`src/rtl/cu_read_command_arbiter_if.sv`:
```
// Shared types and the request/response bus bundle for cu_read_command_arbiter.
// The arbiter takes the slave modport; the compute-unit side takes the master modport.
package cu_arb_pkg;

  typedef struct packed {
    logic        valid;
    logic [7:0]  cu_id;
    logic [31:0] address;
    logic [7:0]  size;
  } CommandBufferLine;

  typedef struct packed {
    logic alfull;
    logic full;
    logic empty;
  } BufferStatus;

  typedef struct packed {
    logic [7:0] cu_id;
    logic [7:0] tag;
  } ResponseCmd;

  typedef struct packed {
    logic        valid;
    ResponseCmd  cmd;
    logic [31:0] data;
  } ResponseBufferLine;

endpackage

interface cu_read_command_arbiter_if #(
  parameter int NUM_REQ = 4
) ();

  cu_arb_pkg::CommandBufferLine [NUM_REQ-1:0] command_in;
  cu_arb_pkg::BufferStatus                    read_buffer_status;
  cu_arb_pkg::ResponseBufferLine              read_response_in;
  logic [NUM_REQ-1:0]                         grant_out;
  cu_arb_pkg::CommandBufferLine               command_out;
  logic [NUM_REQ-1:0]                         response_valid_out;
  logic [NUM_REQ-1:0][7:0]                    outstanding_out;

  modport master (
    output command_in, read_buffer_status, read_response_in,
    input  grant_out, command_out, response_valid_out, outstanding_out
  );

  modport slave (
    input  command_in, read_buffer_status, read_response_in,
    output grant_out, command_out, response_valid_out, outstanding_out
  );

endinterface

```
`src/rtl/cu_read_command_arbiter.sv`:
```
// Round-robin arbiter sharing the AFU read-command buffer among NUM_REQ compute units,
// with per-port in-flight limits, response routing and drain. Optional stats: CU_ARB_STATS_EN.
module cu_read_command_arbiter #(
  parameter int NUM_REQ         = 4,
  parameter int MAX_OUTSTANDING = 16,
  parameter int CU_ID_BASE      = 1
) (
  input  logic clock,
  input  logic rstn,
  input  logic enabled,
  input  logic drain_req,
  cu_read_command_arbiter_if.slave bus,
  output logic drain_done,
  output logic error_out
`ifdef CU_ARB_STATS_EN
  ,
  output logic [NUM_REQ-1:0][31:0] grant_count_out,
  output logic [31:0]              stall_cycles_out
`endif
);
  import cu_arb_pkg::*;

  localparam int PTR_W = (NUM_REQ > 1) ? $clog2(NUM_REQ) : 1;
  localparam logic [7:0] MAX_CNT = 8'(MAX_OUTSTANDING);
  localparam logic [7:0] ID_BASE = 8'(CU_ID_BASE);
  localparam logic [8:0] ID_END  = 9'(CU_ID_BASE + NUM_REQ);

  localparam logic [1:0] ARB_RESET  = 2'd0;
  localparam logic [1:0] ARB_ACTIVE = 2'd1;
  localparam logic [1:0] ARB_DRAIN  = 2'd2;
  localparam logic [1:0] ARB_DONE   = 2'd3;

  logic [1:0]              state_q, state_d;
  logic [PTR_W-1:0]        rrPtr_q, rrPtr_d;
  logic [NUM_REQ-1:0][7:0] outstanding_q, outstanding_d;
  CommandBufferLine        commandOut_q, commandOut_d;
  logic [NUM_REQ-1:0]      rspValid_q, rspValid_d;
  logic                    error_q, error_d;

  logic [NUM_REQ-1:0] eligible, grant, reqValid;
  logic               grantAny;
  logic [PTR_W-1:0]   grantIdx;
  logic [7:0]         rspOffset;
  logic [PTR_W-1:0]   rspIdx;
  logic               rspInRange, rspAccept, rspError, allIdle;
  logic               unusedInputs;

  always_comb begin
    for (int i = 0; i < NUM_REQ; i++) begin
      reqValid[i] = bus.command_in[i].valid;
      eligible[i] = reqValid[i] && (outstanding_q[i] < MAX_CNT) && (state_q == ARB_ACTIVE)
                    && !drain_req && !bus.read_buffer_status.alfull && enabled;
    end
  end

  // Search starts at rrPtr_q and wraps, so the port after the last winner has top priority.
  always_comb begin
    int idx;
    grantAny = 1'b0;
    grantIdx = '0;
    idx      = 0;
    for (int k = 0; k < NUM_REQ; k++) begin
      idx = int'(rrPtr_q) + k;
      if (idx >= NUM_REQ) idx = idx - NUM_REQ;
      if (!grantAny && eligible[idx]) begin
        grantAny = 1'b1;
        grantIdx = PTR_W'(idx);
      end
    end
    grant = grantAny ? (NUM_REQ'(1) << grantIdx) : '0;
  end

  always_comb begin
    rspOffset  = bus.read_response_in.cmd.cu_id - ID_BASE;
    rspIdx     = rspOffset[PTR_W-1:0];
    rspInRange = (bus.read_response_in.cmd.cu_id >= ID_BASE)
                 && ({1'b0, bus.read_response_in.cmd.cu_id} < ID_END);
    rspAccept  = bus.read_response_in.valid && rspInRange && (outstanding_q[rspIdx] != 8'd0);
    rspError   = bus.read_response_in.valid && !rspAccept;
    allIdle    = (outstanding_q == '0);
  end

  always_comb begin
    state_d       = state_q;
    rrPtr_d       = rrPtr_q;
    outstanding_d = outstanding_q;
    commandOut_d  = commandOut_q;
    rspValid_d    = rspValid_q;
    error_d       = error_q;
    if (enabled) begin
      for (int i = 0; i < NUM_REQ; i++) begin
        case ({grant[i], rspAccept && (rspIdx == PTR_W'(i))})
          2'b10:   outstanding_d[i] = outstanding_q[i] + 8'd1;
          2'b01:   outstanding_d[i] = outstanding_q[i] - 8'd1;
          default: outstanding_d[i] = outstanding_q[i];
        endcase
      end
      if (grantAny) begin
        rrPtr_d            = (grantIdx == PTR_W'(NUM_REQ - 1)) ? '0 : grantIdx + PTR_W'(1);
        commandOut_d       = bus.command_in[grantIdx];
        commandOut_d.valid = 1'b1;
      end else begin
        commandOut_d.valid = 1'b0;
      end
      rspValid_d = rspAccept ? (NUM_REQ'(1) << rspIdx) : '0;
      error_d    = error_q | rspError;
      case (state_q)
        ARB_RESET:  state_d = ARB_ACTIVE;
        ARB_ACTIVE: if (drain_req) state_d = ARB_DRAIN;
        ARB_DRAIN:  begin
          if (!drain_req)   state_d = ARB_ACTIVE;
          else if (allIdle) state_d = ARB_DONE;
        end
        ARB_DONE:   if (!drain_req) state_d = ARB_ACTIVE;
        default:    state_d = ARB_RESET;
      endcase
    end
  end

  always_ff @(posedge clock) begin
    if (rstn) begin
      state_q       <= ARB_RESET;
      rrPtr_q       <= '0;
      outstanding_q <= '0;
      commandOut_q  <= '0;
      rspValid_q    <= '0;
      error_q       <= 1'b0;
    end else begin
      state_q       <= state_d;
      rrPtr_q       <= rrPtr_d;
      outstanding_q <= outstanding_d;
      commandOut_q  <= commandOut_d;
      rspValid_q    <= rspValid_d;
      error_q       <= error_d;
    end
  end

`ifdef CU_ARB_STATS_EN
  logic [NUM_REQ-1:0][31:0] grantCount_q;
  logic [31:0]              stall_q;

  always_ff @(posedge clock) begin
    if (rstn) begin
      grantCount_q <= '0;
      stall_q      <= '0;
    end else if (enabled) begin
      for (int i = 0; i < NUM_REQ; i++) begin
        if (grant[i]) grantCount_q[i] <= grantCount_q[i] + 32'd1;
      end
      if ((|reqValid) && bus.read_buffer_status.alfull) stall_q <= stall_q + 32'd1;
    end
  end

  assign grant_count_out  = grantCount_q;
  assign stall_cycles_out = stall_q;
`endif

  assign unusedInputs = ^{bus.read_buffer_status.full, bus.read_buffer_status.empty,
                          bus.read_response_in.cmd.tag, bus.read_response_in.data,
                          rspOffset[7:PTR_W], reqValid};

  assign bus.grant_out          = grant;
  assign bus.command_out        = commandOut_q;
  assign bus.response_valid_out = rspValid_q;
  assign bus.outstanding_out    = outstanding_q;
  assign drain_done             = (state_q == ARB_DONE);
  assign error_out              = error_q;

endmodule

```
`src/flat_wrapper.sv`:
```
// flat-port wrapper written by rule: the top's interface ports become plain ports
module cu_read_command_arbiter_flat import cu_arb_pkg::*;
#(
  parameter int NUM_REQ         = 4,
  parameter int MAX_OUTSTANDING = 16,
  parameter int CU_ID_BASE      = 1
)
  (clock, rstn, enabled, drain_req, drain_done, error_out, bus_command_in, bus_read_buffer_status, bus_read_response_in, bus_grant_out, bus_command_out, bus_response_valid_out, bus_outstanding_out);
  cu_read_command_arbiter_if #(.NUM_REQ(NUM_REQ)) bus_i ();
  input  logic clock;
  input  logic rstn;
  input  logic enabled;
  input  logic drain_req;
  output logic drain_done;
  output logic error_out;
  input wire logic [$bits(bus_i.command_in)-1:0] bus_command_in;
  input wire logic [$bits(bus_i.read_buffer_status)-1:0] bus_read_buffer_status;
  input wire logic [$bits(bus_i.read_response_in)-1:0] bus_read_response_in;
  output wire logic [$bits(bus_i.grant_out)-1:0] bus_grant_out;
  output wire logic [$bits(bus_i.command_out)-1:0] bus_command_out;
  output wire logic [$bits(bus_i.response_valid_out)-1:0] bus_response_valid_out;
  output wire logic [$bits(bus_i.outstanding_out)-1:0] bus_outstanding_out;
  assign bus_i.command_in = bus_command_in;
  assign bus_i.read_buffer_status = bus_read_buffer_status;
  assign bus_i.read_response_in = bus_read_response_in;
  assign bus_grant_out = bus_i.grant_out;
  assign bus_command_out = bus_i.command_out;
  assign bus_response_valid_out = bus_i.response_valid_out;
  assign bus_outstanding_out = bus_i.outstanding_out;
  cu_read_command_arbiter #(.NUM_REQ(NUM_REQ), .MAX_OUTSTANDING(MAX_OUTSTANDING), .CU_ID_BASE(CU_ID_BASE)) u_core (.clock(clock), .rstn(rstn), .enabled(enabled), .drain_req(drain_req), .bus(bus_i), .drain_done(drain_done), .error_out(error_out));
endmodule
```
`config.mk`:
```
export PLATFORM = sky130hd
export DESIGN_NAME = cu_read_command_arbiter_flat
export DESIGN_NICKNAME = d
export VERILOG_FILES = /design/src/rtl/cu_read_command_arbiter_if.sv /design/src/rtl/cu_read_command_arbiter.sv /design/src/flat_wrapper.sv
export SDC_FILE = /design/constraint.sdc
export NUM_CORES = 1
export LEC_CHECK = 0
export ABC_AREA = 1
export CELL_PAD_IN_SITES_DETAIL_PLACEMENT = 0
export CELL_PAD_IN_SITES_GLOBAL_PLACEMENT = 2
export CORE_MARGIN = 3
export CORE_UTILIZATION = 19
export CTS_CLUSTER_SIZE = 20
export DETAILED_ROUTE_END_ITERATION = 8
export PLACE_DENSITY_LB_ADDON = 0.1
export SKIP_LAST_GASP = 1
export SYNTH_ARGS = -nofsm -noshare
export SYNTH_HDL_FRONTEND = slang
export SYNTH_SLANG_ARGS = --single-unit
```
`constraint.sdc`:
```
create_clock -name clock -period 4.42 [get_ports clock]
set_input_delay 0.442 -clock clock [delete_from_list [all_inputs] [get_ports clock]]
set_output_delay 0.442 -clock clock [all_outputs]
set_load 0.01 [all_outputs]
```
After elaboration in Yosys (flattened, before gate mapping) --
Index checks and enable logic that the tools add are counted.
Word-level totals: logic and storage cells 158, input port bits 252, flip-flop bits (word level) 90, output and inout bits 91
Operators by class: reductions and logical operators 51, magnitude comparators 16, muxes and demuxes 41, bitwise gates (word level) 1, equal/unequal tests 18, $add $sub $neg 17, shift-type cells 2
Operators with widths (number):
- $lt 32x4->1 const B | 4
- $mux 32 | 4
- $bmux 49 s2 | 1
- $ge 32x4->1 const B | 3
- $sub 32x4->32 const B | 3
- $pmux 8 s2 | 4
- $mux 48 | 1
- $add 8x1->8 const B | 4
- $logic_not 32->1 | 1
- $lt 8x5->1 const B | 4
- $sub 8x1->8 const B | 4
- $logic_and 1x1->1 | 31
- $eq 2x2->1 const B | 9
- $mux 2 | 9
- $bmux 8 s2 | 1
- $mux 1 | 13
- $eq 2x1->1 const B | 6
- $reduce_and 2->1 | 5
- $bmux 1 s2 | 4
- $ge 8x1->1 const B | 1
- $lt 8x3->1 const B | 1
- $mux 4 | 2
- $mux 8 | 1
- $pmux 2 s4 | 1
- other kinds (16) | 29

Logic depth before layout (Yosys ltp) --
word-level depth 24, depth in mapped cells 33, mapped depth without buffers 32

Worst setup path after synthesis --
No wires, ideal clock.
kind reg2reg, from reg u_core.state_q[0], to reg u_core.outstanding_q (netlist bit u_core.bus.outstanding_out[7]), required time 4.349 ns, clock period less this slack 3.685 ns, buffers on the path 1, library setup time 0.071 ns, path slack 0.735 ns, data arrival time 3.614 ns, cell stages (with the launch flop) 30, cell sequence dfxtp_1 ha_1 nand2_1 nor2_1 nand3_1 nand2_1 nand2_1 nand2_1 inv_2 nand2_1 nand2_2 nor2_4 nand2_4 nand2_4 buf_2 inv_1 ha_1 nand2_1 ha_1 ha_1 a21oi_1 nand2_1 a21oi_1 o21bai_1 nand2_1 nand2_1 a21oi_1 xor2_1 nand2_1 a21oi_1
Between the ends: word-level cells in the longest chain between the ends 23, elaborated cells on any way between the ends 50, those cells by class eq/ne: 3; shift: 1; mux: 22; reduce/logical: 24
Ends and longest elaborated chain:
- from (decl) | line cu_read_command_arbiter.sv:33 | logic [1:0] state_q, state_d;
- from (signal assigned) | line cu_read_command_arbiter.sv:129 | state_q <= state_d;
- $eq 2x1->1 * | line cu_read_command_arbiter.sv:51 | eligible[i] = reqValid[i] && (outstanding_q[i] < MAX_CNT) && (state_q == ARB_ACTIVE)
- $logic_and 1x1->1 | line cu_read_command_arbiter.sv:51
- $logic_and 1x1->1 (3 in a row) | line cu_read_command_arbiter.sv:52 | && !drain_req && !bus.read_buffer_status.alfull && enabled;
- $bmux 1 s2 | line cu_read_command_arbiter.sv:65 | if (!grantAny && eligible[idx]) begin
- $mux 1 (implied by the code) (2 in a row) | line cu_read_command_arbiter.sv:65
- $mux 1 | line cu_read_command_arbiter.sv:65
- $logic_not 1->1 | line cu_read_command_arbiter.sv:65
- $logic_and 1x1->1 | line cu_read_command_arbiter.sv:65
- [4 not listed]
- $logic_not 1->1 | line cu_read_command_arbiter.sv:65
- $logic_and 1x1->1 | line cu_read_command_arbiter.sv:65
- $mux 2 | line cu_read_command_arbiter.sv:65
- $shl 1x2->4 | line cu_read_command_arbiter.sv:70 | grant = grantAny ? (NUM_REQ'(1) << grantIdx) : '0;
- $mux 4 * | line cu_read_command_arbiter.sv:70
- $eq 2x2->1 / $eq 2x1->1 (equally long branches) | line cu_read_command_arbiter.sv:92 | case ({grant[i], rspAccept && (rspIdx == PTR_W'(i))})
- $reduce_bool 2->1 (no line)
- $reduce_and 2->1 (no line)
- to (signal assigned) | line cu_read_command_arbiter.sv:131 | outstanding_q <= outstanding_d;
- to (decl) | line cu_read_command_arbiter.sv:35 | logic [NUM_REQ-1:0][7:0] outstanding_q, outstanding_d;
Every way passes the cells marked *; elsewhere a longest branch is shown, timed or not. The select of a mux whose other input is x is not followed. A chain may end at the register's enable or synchronous reset.

Worst setup path in the final report --
from in drain_req, to reg u_core.outstanding_q (netlist bit u_core.bus.outstanding_out[6])
Between the ends: word-level cells in the longest chain between the ends 22, elaborated cells on any way between the ends 46, those cells by class eq/ne: 2; shift: 1; mux: 22; reduce/logical: 21
Ends and longest elaborated chain:
- from (decl) | line flat_wrapper.sv:13 | input logic drain_req;
- $logic_not 1->1 * | line cu_read_command_arbiter.sv:52
- $logic_and 1x1->1 (3 in a row) | line cu_read_command_arbiter.sv:52
- $bmux 1 s2 | line cu_read_command_arbiter.sv:65
- $mux 1 (implied by the code) (2 in a row) | line cu_read_command_arbiter.sv:65
- $mux 1 | line cu_read_command_arbiter.sv:65
- $logic_not 1->1 | line cu_read_command_arbiter.sv:65
- $logic_and 1x1->1 | line cu_read_command_arbiter.sv:65
- $mux 1 | line cu_read_command_arbiter.sv:65
- [3 not listed]
- $logic_not 1->1 | line cu_read_command_arbiter.sv:65
- $logic_and 1x1->1 | line cu_read_command_arbiter.sv:65
- $mux 2 | line cu_read_command_arbiter.sv:65
- $shl 1x2->4 | line cu_read_command_arbiter.sv:70
- $mux 4 * | line cu_read_command_arbiter.sv:70
- $eq 2x2->1 / $eq 2x1->1 (equally long branches) | line cu_read_command_arbiter.sv:92
- $reduce_bool 2->1 (no line)
- $reduce_and 2->1 (no line)
Marked as above.

==> flow_summary.json <==
{
  "status": "finished, final reports clean",
  "drive_gt1_frac": 0.0457,
  "worstSetupStartpointType": "primary input",
  "crit_arrival_ps": 4240,
  "dr.pass1.iters": 4,
  "vias_per_cell": 4.26,
  "drv_slew": 0,
  "cts_buffer_depth": 2,
  "grt_setup_unrepaired": "no",
  "setup_viol": 0,
  "n_fill_cell": 3618,
  "cts.sinks": 90,
  "async_flop_share": 0,
  "ys_types": 33,
  "synth_nets": 1299,
  "slew_headroom": 0.365,
  "synth-edff-count": 0,
  "final_nets": 1582,
  "clockRootBuffer": "clkbuf_16",
  "cp-end-kind": "flop",
  "htree_levels": 3,
  "synth-seq-cells": 90,
  "hold_viol": 0,
  "io_buffer_count": 300,
  "vias": 7391,
  "grt_pass1_wl_um": 43100,
  "ys_seq_area_frac": 0.280,
  "fin_tns_setup_ps": 0,
  "grt_use_total": 0.155,
  "die_x_um": 190,
  "switching_share": 0.289,
  "dpl_cell_area_um2": 9950,
  "final_util": 0.311,
  "p_leak_nw": 4.53,
  "worstPathRequired_ps": 4670,
  "detail-route-antenna-nets": 0,
  "gp_congestion": 0.739,
  "dieArea_um2": 36100,
  "rows": 66,
  "p_per_area_nw_per_um2": 226,
  "max_freq_mhz": 251,
  "hold_start": "u_core.error_out",
  "intPower_w": 0.00165,
  "clkTransAtPathRegs_ps": 70,
  "cts_tree": "built",
  "r2r-start": "u_core.state_q[1]",
  "syn2layout_area_growth_pct": 59.2,
  "synth-main-ff-cell": "dfxtp_1",
  "criticalPathCategory": "in -> reg",
  "syn_avg_cell_area_um2": 6.43,
  "post-route-cell-area_um2": 10300,
  "post-route-period-util": 0.903,
  "tightest_slew_ps": 952,
  "cts_setup_buffers": 0,
  "p_clk_frac": 0.365,
  "die_h_um": 190,
  "dr.first_iter.drc_count": 221,
  "grt_overflow": 0,
  "dp_hpwl_um": 21200,
  "crit_path_max_fanout": 6,
  "grt_pass1_vias": 7388,
  "wl_per_cell_um": 16.6,
  "core-area_um2": 32900,
  "sequentialPowerShare": 0.378,
  "initial_core_util": 0.195,
  "holdCritPathClass": "reg -> reg",
  "crit_start": "drain_req",
  "ir_drop_mv": 0.176,
  "yosysWarnings": 0,
  "wl_um": 28800,
  "antenna_found_initial": 4,
  "power_frac_comb": 0.257,
  "clk_latency_ps": 370,
  "clock_skew_ps": 10.8,
  "synth_area_um2": 6440,
  "io_pins": 343,
  "finalCriticalPeriod_ps": 3990,
  "max_cap_violations": 0,
  "p_sw_w": 0.000671,
  "grt_max_degree": 98,
  "netlist_instances": 1002,
  "drc": 0,
  "cts_inserted_buffers": 9
}
## layout make-up
class                   instances  area (um2)  area share
well taps                     442         553      0.0539
repair buffers                334        3260       0.318
diodes                          1        2.50    0.000244
inverters                      88         332      0.0323
clock inverters                 2        35.0     0.00342
flip-flops and latches         90        1800       0.176
multi-input cells             762        4010       0.391
clock buffers                  14         264      0.0258
## cell usage after synthesis, types with 2 or more instances
master    count  share of area
a31oi_1       2         0.0019
dfxtp_1      90           0.28
xor2_1       16          0.022
ha_1         41          0.080
nor4_1        2         0.0019
nor2_1       45          0.026
nand4_1       4         0.0039
inv_1        83          0.048
nor2_4        2         0.0035
nand3_1     211           0.16
xnor2_1       4         0.0054
clkbuf_1     25          0.015
clkinv_1      2         0.0012
buf_2        22          0.017
buf_1         4         0.0023
inv_2         3         0.0017
a21oi_1      97          0.075
nand2_4       3         0.0052
o22ai_1       3         0.0029
o21bai_1      4         0.0047
buf_4         8         0.0093
buf_6         3         0.0052
o21ai_0      87          0.068
fa_1          4          0.012
nand2_1     229           0.13
## per-stage QoR
| stage | hold slack [ps] | setup slack, ps | total power [W] | instances |
|---|---|---|---|---|
| after global placement | 460 | 48.7 | 0.00150 | 1716 |
| after floorplan | 483 | 735 | 0.00115 | 1002 |
| after CTS | 479 | 399 | 0.00239 | 1732 |
| final | 471 | 430 | 0.00232 | 1733 |
| after global routing | 541 | 40.8 | 0.00246 | 1733 |
| after detailed placement | 464 | 16.6 | 0.00150 | 1716 |
## critical path: stages
cell and delay (ps):
clkdlybuf4s50_1 560, inv_1 60, nand2_1 150, nor2_1 90, nand3_1 70, nand2_1 80, nand2_1 80, a21boi_0 330
nand3_4 130, nand2_4 110, nand2_4 60, inv_1 70, ha_1 140, nand2_1 100, ha_1 320, ha_1 370
a21oi_1 150, inv_1 50, a31oi_1 220, nor2_1 60, o21ai_0 180, nand2_1 90, xor2_1 140, o21ai_0 140
inv_1 50
## registers in the layout (all words and copies together), names as in the netlist
name and count:
u_core.bus.outstanding_out 32, u_core.error_out 1, u_core.bus.response_valid_out 4, u_core.bus.command_out 49, u_core.state_q 2, u_core.rrPtr_q 2
## per-layer routing
metal,vias up,routed length [um],GRT usage
li1,3906,-,-
met3,22,2500,0.0597
met4,6,385,0.0461
met1,3256,12000,0.180
met2,201,13900,0.265
met5,-,33,0
## cell usage in the layout (no fill, tap or decap), drive strengths merged, types with 34 or more instances in the layout
cell type,netlist,layout
clkdlybuf4s50,0,300
nor2,47,47
buf,37,34
dfxtp,90,90
nand3,211,211
o21ai,88,88
ha,41,41
nand2,233,233
inv,86,86
a21oi,97,97
## kinds of logic after synthesis
family,Yosys count,synth area share
simple gates,498,0.340
compound gates,198,0.158
buf+inv,150,0.0999
flops,90,0.280
fa+ha+maj,45,0.0921
xor+xnor,21,0.0297
## power groups by stage
stage	combinational [W]	clock (W)	sequential [W]
after floorplan	0.000246	0	0.000907
after global placement	0.000610	0	0.000893
after detailed placement	0.000608	0	0.000894
after CTS	0.000610	0.000901	0.000876
after global routing	0.000661	0.000919	0.000882
final	0.000595	0.000846	0.000876
## what timing repair did
| action | in CTS | in global routing |
|---|---|---|
| setup endpoints to repair | 0 | 1 |
| hold buffers | 0 | 0 |
| gates resized for setup | 0 | 1 |
## path summary, 6_finish.rpt
kind,endpoint,slack [ps],depth (start not counted)
max reg2reg,u_core.bus.outstanding_out[6],470,25
min,u_core.error_out,470,2
max,u_core.bus.outstanding_out[6],430,25
min reg2reg,u_core.error_out,470,2
No activity file was read; power rests on OpenSTA's default activity.
